### src/rtl/sar_pkg.sv
// sar_pkg: shared state encoding, default sizing and midscale helper for the SAR controller.
package sar_pkg;

    localparam int unsigned SAR_N             = 8;
    localparam int unsigned SAR_SAMPLE_CYCLES = 2;
    localparam int unsigned SAR_MAX_N         = 16;

    typedef enum logic [1:0] {
        IDLE,
        SAMPLE,
        CONV,
        DONE
    } sar_state_t;

    // First trial code of a conversion: MSB set, all lower bits clear.
    function automatic logic [SAR_MAX_N-1:0] midscale(input int unsigned n);
        return SAR_MAX_N'(1) << (n - 1);
    endfunction

endpackage

### src/rtl/sar_ctrl_if.sv
// sar_ctrl_if: conversion handshake, comparator decision and DAC/result buses of the SAR controller.
interface sar_ctrl_if #(
    parameter int unsigned N = sar_pkg::SAR_N
);
    logic         start;
    logic         cmp_out;
    logic         busy;
    logic         sample;
    logic         amp_en;
    logic [N-1:0] dac_code;
    logic [N-1:0] dout;
    logic         done;

    modport master (
        input  start, cmp_out,
        output busy, sample, amp_en, dac_code, dout, done
    );

    modport slave (
        output start, cmp_out,
        input  busy, sample, amp_en, dac_code, dout, done
    );
endinterface

### src/rtl/sar_bit_ptr.sv
// sar_bit_ptr: down-counting bit pointer for the SAR trial bit, with one-hot decode.
module sar_bit_ptr #(
    parameter int unsigned N = 8
) (
    input  logic         clk,
    input  logic         rstb,
    input  logic         load,
    input  logic         dec,
    output logic         last,
    output logic [N-1:0] onehot_k
);
    localparam int unsigned PW = $clog2(N);

    logic [PW-1:0] ptr;

    always_ff @(posedge clk or negedge rstb) begin
        if (!rstb) begin
            ptr <= PW'(N - 1);
        end else if (load) begin
            ptr <= PW'(N - 1);
        end else if (dec && (ptr != '0)) begin
            ptr <= ptr - PW'(1);
        end
    end

    assign last     = (ptr == '0);
    assign onehot_k = N'(1) << ptr;

endmodule

### src/rtl/sar_ctrl.sv
// sar_ctrl: SAR ADC sequencer - track/hold, one trial bit per clock, result capture with done pulse.
// Define SAR_CONT_EN for continuous conversions while start stays high.
module sar_ctrl
    import sar_pkg::*;
#(
    parameter int unsigned N             = SAR_N,
    parameter int unsigned SAMPLE_CYCLES = SAR_SAMPLE_CYCLES
) (
    input  logic       clk,
    input  logic       rstb,
    sar_ctrl_if.master bus
);
    localparam int unsigned   CW       = $clog2(SAMPLE_CYCLES + 1);
    localparam logic [CW-1:0] CNT_LOAD = CW'(SAMPLE_CYCLES - 1);
    localparam logic [N-1:0]  MID      = N'(midscale(N));

    sar_state_t    state, state_next;
    logic [CW-1:0] cnt;
    logic [N-1:0]  code, code_next;
    logic [N-1:0]  onehot;
    logic          ptr_load, ptr_dec, ptr_last;
    logic [N-1:0]  dout_q;
    logic          busy_q, sample_q, amp_q, done_q;

    sar_bit_ptr #(.N(N)) u_ptr (
        .clk      (clk),
        .rstb     (rstb),
        .load     (ptr_load),
        .dec      (ptr_dec),
        .last     (ptr_last),
        .onehot_k (onehot)
    );

    always_ff @(posedge clk or negedge rstb) begin
        if (!rstb) state <= IDLE;
        else       state <= state_next;
    end

    always_comb begin
        state_next = state;
        code_next  = MID;
        ptr_load   = 1'b0;
        ptr_dec    = 1'b0;
        case (state)
            IDLE: if (bus.start) state_next = SAMPLE;
            SAMPLE: begin
                if (cnt == '0) begin
                    state_next = CONV;
                    ptr_load   = 1'b1;
                end
            end
            CONV: begin
                // Resolve trial bit k with the latched decision, then arm bit k-1.
                code_next = (code & ~onehot) | (bus.cmp_out ? onehot : '0);
                if (ptr_last) begin
                    state_next = DONE;
                end else begin
                    code_next = code_next | (onehot >> 1);
                    ptr_dec   = 1'b1;
                end
            end
            DONE: begin
`ifdef SAR_CONT_EN
                state_next = bus.start ? SAMPLE : IDLE;
`else
                state_next = IDLE;
`endif
            end
            default: state_next = IDLE;
        endcase
    end

    always_ff @(posedge clk or negedge rstb) begin
        if (!rstb) begin
            cnt <= '0;
        end else if ((state_next == SAMPLE) && (state != SAMPLE)) begin
            cnt <= CNT_LOAD;
        end else if ((state == SAMPLE) && (cnt != '0)) begin
            cnt <= cnt - CW'(1);
        end
    end

    // Outputs are registered from the next state so they align with the state they describe.
    always_ff @(posedge clk or negedge rstb) begin
        if (!rstb) begin
            code     <= MID;
            dout_q   <= '0;
            busy_q   <= 1'b0;
            sample_q <= 1'b0;
            amp_q    <= 1'b0;
            done_q   <= 1'b0;
        end else begin
            code     <= code_next;
            busy_q   <= (state_next != IDLE) || (state == DONE);
            sample_q <= (state_next == SAMPLE);
            amp_q    <= (state_next == CONV);
            done_q   <= (state_next == DONE);
            if (state_next == DONE) dout_q <= code_next;
        end
    end

    assign bus.busy     = busy_q;
    assign bus.sample   = sample_q;
    assign bus.amp_en   = amp_q;
    assign bus.done     = done_q;
    assign bus.dac_code = code;
    assign bus.dout     = dout_q;

endmodule

### src/flat_wrapper.sv
// flat-port wrapper written by rule: the top's interface ports become plain ports
module sar_ctrl_flat import sar_pkg::*;
#(
    parameter int unsigned N             = SAR_N,
    parameter int unsigned SAMPLE_CYCLES = SAR_SAMPLE_CYCLES
)
  (clk, rstb, bus_start, bus_cmp_out, bus_busy, bus_sample, bus_amp_en, bus_dac_code, bus_dout, bus_done);
  sar_ctrl_if #(.N(N)) bus_i ();
  input  logic clk;
  input  logic rstb;
  input wire logic [$bits(bus_i.start)-1:0] bus_start;
  input wire logic [$bits(bus_i.cmp_out)-1:0] bus_cmp_out;
  output wire logic [$bits(bus_i.busy)-1:0] bus_busy;
  output wire logic [$bits(bus_i.sample)-1:0] bus_sample;
  output wire logic [$bits(bus_i.amp_en)-1:0] bus_amp_en;
  output wire logic [$bits(bus_i.dac_code)-1:0] bus_dac_code;
  output wire logic [$bits(bus_i.dout)-1:0] bus_dout;
  output wire logic [$bits(bus_i.done)-1:0] bus_done;
  assign bus_i.start = bus_start;
  assign bus_i.cmp_out = bus_cmp_out;
  assign bus_busy = bus_i.busy;
  assign bus_sample = bus_i.sample;
  assign bus_amp_en = bus_i.amp_en;
  assign bus_dac_code = bus_i.dac_code;
  assign bus_dout = bus_i.dout;
  assign bus_done = bus_i.done;
  sar_ctrl #(.N(N), .SAMPLE_CYCLES(SAMPLE_CYCLES)) u_core (.clk(clk), .rstb(rstb), .bus(bus_i));
endmodule
### config.mk
export PLATFORM = sky130hd
export DESIGN_NAME = sar_ctrl_flat
export DESIGN_NICKNAME = d
export VERILOG_FILES = /design/src/rtl/sar_pkg.sv /design/src/rtl/sar_ctrl_if.sv /design/src/rtl/sar_bit_ptr.sv /design/src/rtl/sar_ctrl.sv /design/src/flat_wrapper.sv
export SDC_FILE = /design/constraint.sdc
export NUM_CORES = 1
export LEC_CHECK = 0
export CAP_MARGIN = 20
export CORE_UTILIZATION = 45
export DETAILED_ROUTE_END_ITERATION = 10
export GPL_TIMING_DRIVEN = 0
export MAX_ROUTING_LAYER = met4
export PLACE_DENSITY = 0.66
export SLEW_MARGIN = 20
export SYNTH_ARGS = -nofsm -noshare
export SYNTH_HDL_FRONTEND = slang
export SYNTH_SLANG_ARGS = --single-unit
### constraint.sdc
create_clock -name clk -period 1.9 [get_ports clk]
set_input_delay 0.285 -clock clk [delete_from_list [all_inputs] [get_ports clk]]
set_output_delay 0.285 -clock clk [all_outputs]
set_load 0.05 [all_outputs]
==> results of run 1 <==
==> metrics by stage <==
| stage | total power [µW] | util | hold slack (ns) |
|---|---|---|---|
| floorplan | 1420 | - | -0.0106 |
| global placement | 1620 | 0.576 | 0.480 |
| detailed placement | 1660 | 0.574 | 0.327 |
| CTS | 1910 | 0.588 | 0.493 |
| global route | 2040 | 0.591 | 0.530 |
| finish | 1900 | 0.591 | 0.468 |
==> logic make-up (layout without fill, tap and decap cells) <==
logic type | after synthesis | in the layout | share of synthesized area
DFF | 27 | 27 | 0.516
adders and majority gates | 6 | 6 | 0.0569
AOI/OAI and AO/OA | 35 | 35 | 0.170
buffers and inverters | 12 | 40 | 0.0427
and+or+nand+nor | 29 | 29 | 0.122
muxes | 9 | 9 | 0.0929
==> worst register-to-register path: stages, from the launching register on <==
cell	delay, ns
dfstp_2	0.63
inv_1	0.10
ha_2	0.24
nor2b_1	0.18
or4b_1	0.48
o211ai_1	0.10
==> per-layer routing <==
layer	track usage	wire [µm]	vias up
met5	-	0	-
met2	0.296	1240	18
li1	-	-	476
met1	0.236	1240	480
met3	0.0233	83	2
met4	0.0801	17	0
==> power by group <==
part,total [µW],switching [µW],internal (µW),leakage (µW)
registers,782,90.8,692,0.000343
clock network,260,179,80.5,0.0000139
logic,859,530,330,0.000396
==> how the worst max path moves through the flow <==
stage,slack (ns),cells after the start,end
4_1_cts,0.03,1,bus_dac_code[6]
2_1_floorplan,0.23,5,u_core.bus.dout[1]
3_5_place_dp,0.08,5,u_core.u_ptr.ptr[1]
6_report,0.06,1,bus_dac_code[4]
5_1_grt,0.006,1,bus_dac_code[3]
3_3_place_gp,0.1,5,u_core.bus.dout[1]
==> what timing repair did <==
action                                  in CTS  in global routing
hold endpoints to repair                    23                  0
pin swaps                                    0                  0
hold buffers                                 1                  0
buffers inserted                             0                  0
resized for setup                            1                  3
gates cloned                                 0                  0
endpoints found under the setup margin       1                  6
==> cells in the mapped netlist (all sizes together), types with 2 or more instances <==
cell	instances
a21oi	12
a22oi	2
a311oi	2
a31oi	2
buf	4
clkbuf	2
dfrtp	23
dfstp	4
ha	6
inv	6
mux2	8
nand2	4
nand2b	5
nand3	2
nor2	8
nor2b	4
o21a	5
o21ai	6
or2	2
==> layout make-up <==
| type | count | share of cell area |
|---|---|---|
| Timing Repair Buffer | 24 | 0.147 |
| Inverter | 6 | 0.0138 |
| Buffer | 6 | 0.0207 |
| Sequential cell | 27 | 0.417 |
| Tap cell | 31 | 0.0238 |
| Multi-Input combinational cell | 79 | 0.359 |
| Clock inverter | 1 | 0.00460 |
| Clock buffer | 3 | 0.0138 |
==> sequential cells by signal, indices dropped and copies added (netlist names) <==
name and flops:
u_core.bus.amp_en 1, u_core.bus.busy 1, u_core.bus.dac_code 8, u_core.bus.done 1, u_core.bus.dout 8, u_core.bus.sample 1, u_core.cnt 2, u_core.state 2
u_core.u_ptr.ptr 3
==> impl_metrics.env, run 1 <==
export IMPL_status="finished clean"
export IMPL_dr_pass1_iters=4
export IMPL_ant_nets=0
export IMPL_finalWeightedCongestion=0.820
export IMPL_synthCells=118
export IMPL_routed_via_density=5.51
export IMPL_synth_top_area_cell="dfrtp_1"
export IMPL_post_drt_wl_per_cell_um=14.6
export IMPL_dp_cells=172
export IMPL_clk_pin_slew_ns=0.16
export IMPL_ctsLongestPathBuffers=2
export IMPL_setup_tns_ns=0
export IMPL_worst_slew_pin_slew_ns=0.587
export IMPL_syn_area_um2=1320
export IMPL_r2r_slack_ns=0.12
export IMPL_postLayoutCellArea_um2=1630
export IMPL_fin_crit_sh=0.966
export IMPL_start_kind="flop"
export IMPL_crit_path_end_kind="output port"
export IMPL_dieArea_um2=3150
export IMPL_area_growth_syn_to_layout_pct=23.5
export IMPL_hp_class="in -> async"
export IMPL_drc=0
export IMPL_syn_num_nets=128
export IMPL_start_util=0.479
export IMPL_max_stage_delay_ns=0.81
export IMPL_dpl_hpwl_um=1880
export IMPL_path_buf_inv=1
export IMPL_maxCapViolations=0
export IMPL_ys_warn_count=0
export IMPL_pre_cts_ws_ns=0.0756
export IMPL_final_setup_viol_count=0
export IMPL_routed_wl_um=2580
export IMPL_synth_area_leaders="dfrtp_1 44%, dfstp_2 8.0%, mux2_4 6.8%"
export IMPL_cts_tree="yes"
export IMPL_skew_ns=0.00951
export IMPL_cellLeakagePower_uw=0.000753
export IMPL_syn_area_per_cell_um2=11.2
export IMPL_portBuffers=23
export IMPL_ys_async_sr_fraction=1.00
export IMPL_core_area_um2=2760
export IMPL_critical_path_startpoint="u_core.bus.dac_code[4]"
export IMPL_insertion_delay_ns=0.33
export IMPL_hold_viol=0
export IMPL_final_seq_area_um2=681
export IMPL_grt_pass1_wl_um=4480
export IMPL_arrival_ns=1.55
export IMPL_layout_nets=157
export IMPL_crit_family="buffers and inverters"
export IMPL_cts_sinks=27
export IMPL_synth_flop_cell="dfrtp_1"
export IMPL_period_minus_slack_ns=1.84
export IMPL_ys_seq_elements=27
export IMPL_final_common_cell="dfrtp_1"
export IMPL_die_w_um=56.2
export IMPL_setup_slack_ns=0.0637
export IMPL_first_global_vias=1002
export IMPL_slew_viol_final=0
export IMPL_num_rows=19
export IMPL_io_pins=24
export IMPL_multi_input_area_um2=586
export IMPL_slowest_stage="clkdlybuf4s50_1"
export IMPL_rsz0062_at_grt="false"
export IMPL_num_vias=976
export IMPL_ys_types=33
export IMPL_grt_antenna_before_repair=0
export IMPL_ys_seq_area_frac=0.516
export IMPL_grt_use_total=0.185
export IMPL_overflow=0
export IMPL_die_h_um=56.2
export IMPL_grt_max_degree=28
export IMPL_required_ns=1.62
export IMPL_synth_edf_count=0
export IMPL_crit_fanout=3
export IMPL_drive_gt1_frac=0.164
export IMPL_synth_top_area_frac=0.436
export IMPL_ir_worst_vdd_mv=0.678
export IMPL_htreeDepth=1
export IMPL_r2r_cells=5
export IMPL_final_cell_mix="23 x dfrtp_1, 19 x clkdlybuf4s50_1, 12 x a21oi_1"
export IMPL_p_per_area_nw_per_um2=1170
export IMPL_r2r_start="u_core.u_ptr.ptr[0]"
export IMPL_relSlewSlack=0.609
export IMPL_drt_iter0_markers=35
export IMPL_r2r_end="u_core.u_ptr.ptr[1]"
export IMPL_numCtsBuffers=3
export IMPL_post_dp_cell_area_um2=1580
export IMPL_crit_type="reg -> out"
export IMPL_fmax_ghz=0.545
export IMPL_root_buffer="clkbuf_4"
export IMPL_crit_chain="clkdlybuf4s50_1"
export IMPL_n_fill_cell=236
export IMPL_final_cells=177
export IMPL_antennaDiodeCount=0
No activity file was read; power rests on OpenSTA's default activity.
==> inputs of run 2 (changes only) <==
--- a/config.mk
+++ b/config.mk
@@ -6,6 +6,7 @@
 export NUM_CORES = 1
 export LEC_CHECK = 0
 export CAP_MARGIN = 20
+export CORE_MARGIN = 2
 export CORE_UTILIZATION = 45
 export DETAILED_ROUTE_END_ITERATION = 10
 export GPL_TIMING_DRIVEN = 0
==> run 2 against run 1 <==
Against the previous run:
- final area fell by 0.31%
- die area rose by 7.2%
- routed wire length fell by 5.7%
- maximum frequency rose by 0.80%
- first-iteration DRC count fell by 57%
- via count fell by 3.0%
==> impl_metrics.env, run 2 (synthesis results as in run 1) <==
export IMPL_max_stage_delay_ns=0.81
export IMPL_cts_sinks=27
export IMPL_status="finished clean"
export IMPL_p_switching_uw=777
export IMPL_relSlewSlack=0.602
export IMPL_seqPwrFrac=0.415
export IMPL_num_vias=947
export IMPL_fmax_ghz=0.549
export IMPL_antennaDiodeCount=0
export IMPL_dpl_hpwl_um=1810
export IMPL_ant_nets=0
export IMPL_p_total_uw=1880
export IMPL_slowest_stage="clkdlybuf4s50_1"
export IMPL_hp_class="in -> async"
export IMPL_final_common_cell="dfrtp_1"
export IMPL_area_growth_syn_to_layout_pct=23.1
export IMPL_ctsLongestPathBuffers=2
export IMPL_hold_viol=0
export IMPL_layout_nets=157
export IMPL_internal_power_uw=1100
export IMPL_clkPwrFrac=0.134
export IMPL_crit_family="buffers and inverters"
export IMPL_fin_crit_sh=0.959
export IMPL_worst_slew_pin_slew_ns=0.597
export IMPL_die_w_um=58.2
export IMPL_crit_fanout=3
export IMPL_rsz0062_at_grt="false"
export IMPL_numCtsBuffers=3
export IMPL_overflow=0
export IMPL_portBuffers=23
export IMPL_path_buf_inv=1
export IMPL_final_cell_mix="23 x dfrtp_1, 20 x clkdlybuf4s50_1, 12 x a21oi_1"
export IMPL_dieArea_um2=3380
export IMPL_grt_pass1_wl_um=4310
export IMPL_period_minus_slack_ns=1.82
export IMPL_grt_max_degree=28
export IMPL_post_route_util=0.584
export IMPL_clk_pin_slew_ns=0.15
export IMPL_setup_tns_ns=0
export IMPL_htreeDepth=1
export IMPL_p_per_area_nw_per_um2=1160
export IMPL_crit_path_end_kind="output port"
export IMPL_post_drt_wl_per_cell_um=13.8
export IMPL_routed_wl_um=2440
export IMPL_drc=0
export IMPL_final_setup_viol_count=0
export IMPL_p_sw_frac=0.414
export IMPL_slew_viol_final=0
export IMPL_first_global_vias=969
export IMPL_start_util=0.475
export IMPL_drt_iter0_markers=15
export IMPL_crit_chain="clkdlybuf4s50_1"
export IMPL_crit_type="reg -> out"
export IMPL_cellLeakagePower_uw=0.000739
export IMPL_root_buffer="clkbuf_4"
export IMPL_dr_pass1_iters=4
export IMPL_start_kind="flop"
export IMPL_drive_gt1_frac=0.164
export IMPL_maxCapViolations=0
export IMPL_grt_use_total=0.169
export IMPL_combPwrFrac=0.452
export IMPL_die_h_um=58.2
export IMPL_insertion_delay_ns=0.32
export IMPL_io_pins=24
export IMPL_routed_via_density=5.35
export IMPL_num_rows=19
export IMPL_required_ns=1.62
export IMPL_skew_ns=0.00508
export IMPL_arrival_ns=1.54
export IMPL_core_area_um2=2780
export IMPL_grt_antenna_before_repair=0
export IMPL_ir_worst_vdd_mv=0.794
export IMPL_finalWeightedCongestion=0.799
export IMPL_cts_tree="yes"
run 2: cell type report:
| cell class | count | area (µm²) |
|---|---|---|
| clock buffer | 3 | 22.5 |
| sequential | 27 | 681 |
| fill | 255 | 1160 |
| clock inverter | 1 | 5.00 |
| timing repair buffer | 24 | 236 |
| inverter | 6 | 22.5 |
| multi-input combinational | 79 | 586 |
| tap | 31 | 38.8 |
| buffer | 6 | 33.8 |
run 2: power groups by stage:
stage	clock, µW	sequential (µW)	combinational, µW
6_report	251	779	848
5_1_grt	285	798	947
4_1_cts	258	779	855
3_5_place_dp	0	791	851
3_3_place_gp	0	785	831
2_1_floorplan	0	931	484
run 2: path summary, 6_finish.rpt:
kind                                              from                     end  slack [ns]  cells past startpoint
min in group clk                u_core.bus.dac_code[0]  u_core.bus.dac_code[0]        0.51                      1
max in group asynchronous                         rstb  u_core.bus.dac_code[0]        1.03                      2
worst min register to register  u_core.bus.dac_code[0]  u_core.bus.dac_code[0]        0.51                      1
worst min-delay path                              rstb      u_core.bus.dout[2]        0.47                      2
worst max-delay path            u_core.bus.dac_code[5]         bus_dac_code[5]        0.08                      1
worst max register to register     u_core.u_ptr.ptr[0]     u_core.u_ptr.ptr[1]        0.15                      5
run 2: metal layers:
layer | vias to the layer above | global-route usage | share of wire
met4 | 0 | 0.0565 | 0.0070
met1 | 457 | 0.208 | 0.45
met2 | 15 | 0.287 | 0.51
met3 | 2 | 0.0223 | 0.029
met5 | - | - | 0
li1 | 473 | - | -
run 2: worst reg2reg max path: cells and delay by family (launching register included):
kind | cells | cell delay (ns)
buffers and inverters | 1 | 0.09
flip-flops | 1 | 0.61
AO/OA/AOI/OAI | 1 | 0.11
adder cells (fa/ha/maj) | 1 | 0.24
AND/OR/NAND/NOR | 2 | 0.63
run 2: repair_timing:
| item | in CTS | in global routing |
|---|---|---|
| cloned | 0 | 0 |
| setup buffers | 0 | 0 |
| resized for setup | 1 | 2 |
| hold buffers | 1 | 0 |
| setup endpoints to repair | 1 | 2 |
| hold endpoints to repair | 23 | 0 |
run 2: per-stage QoR:
stage / cell area [µm²] / cells / worst slack [ns] / hold WS (ns)
after floorplan: 1320 / 118 / 0.234 / -0.0106
after global placement: 1590 / 172 / 0.119 / 0.476
after CTS: 1620 / 177 / 0.0440 / 0.506
after global routing: 1630 / 177 / 0.0167 / 0.514
after detailed placement: 1580 / 172 / 0.0830 / 0.334
final: 1630 / 177 / 0.0783 / 0.474
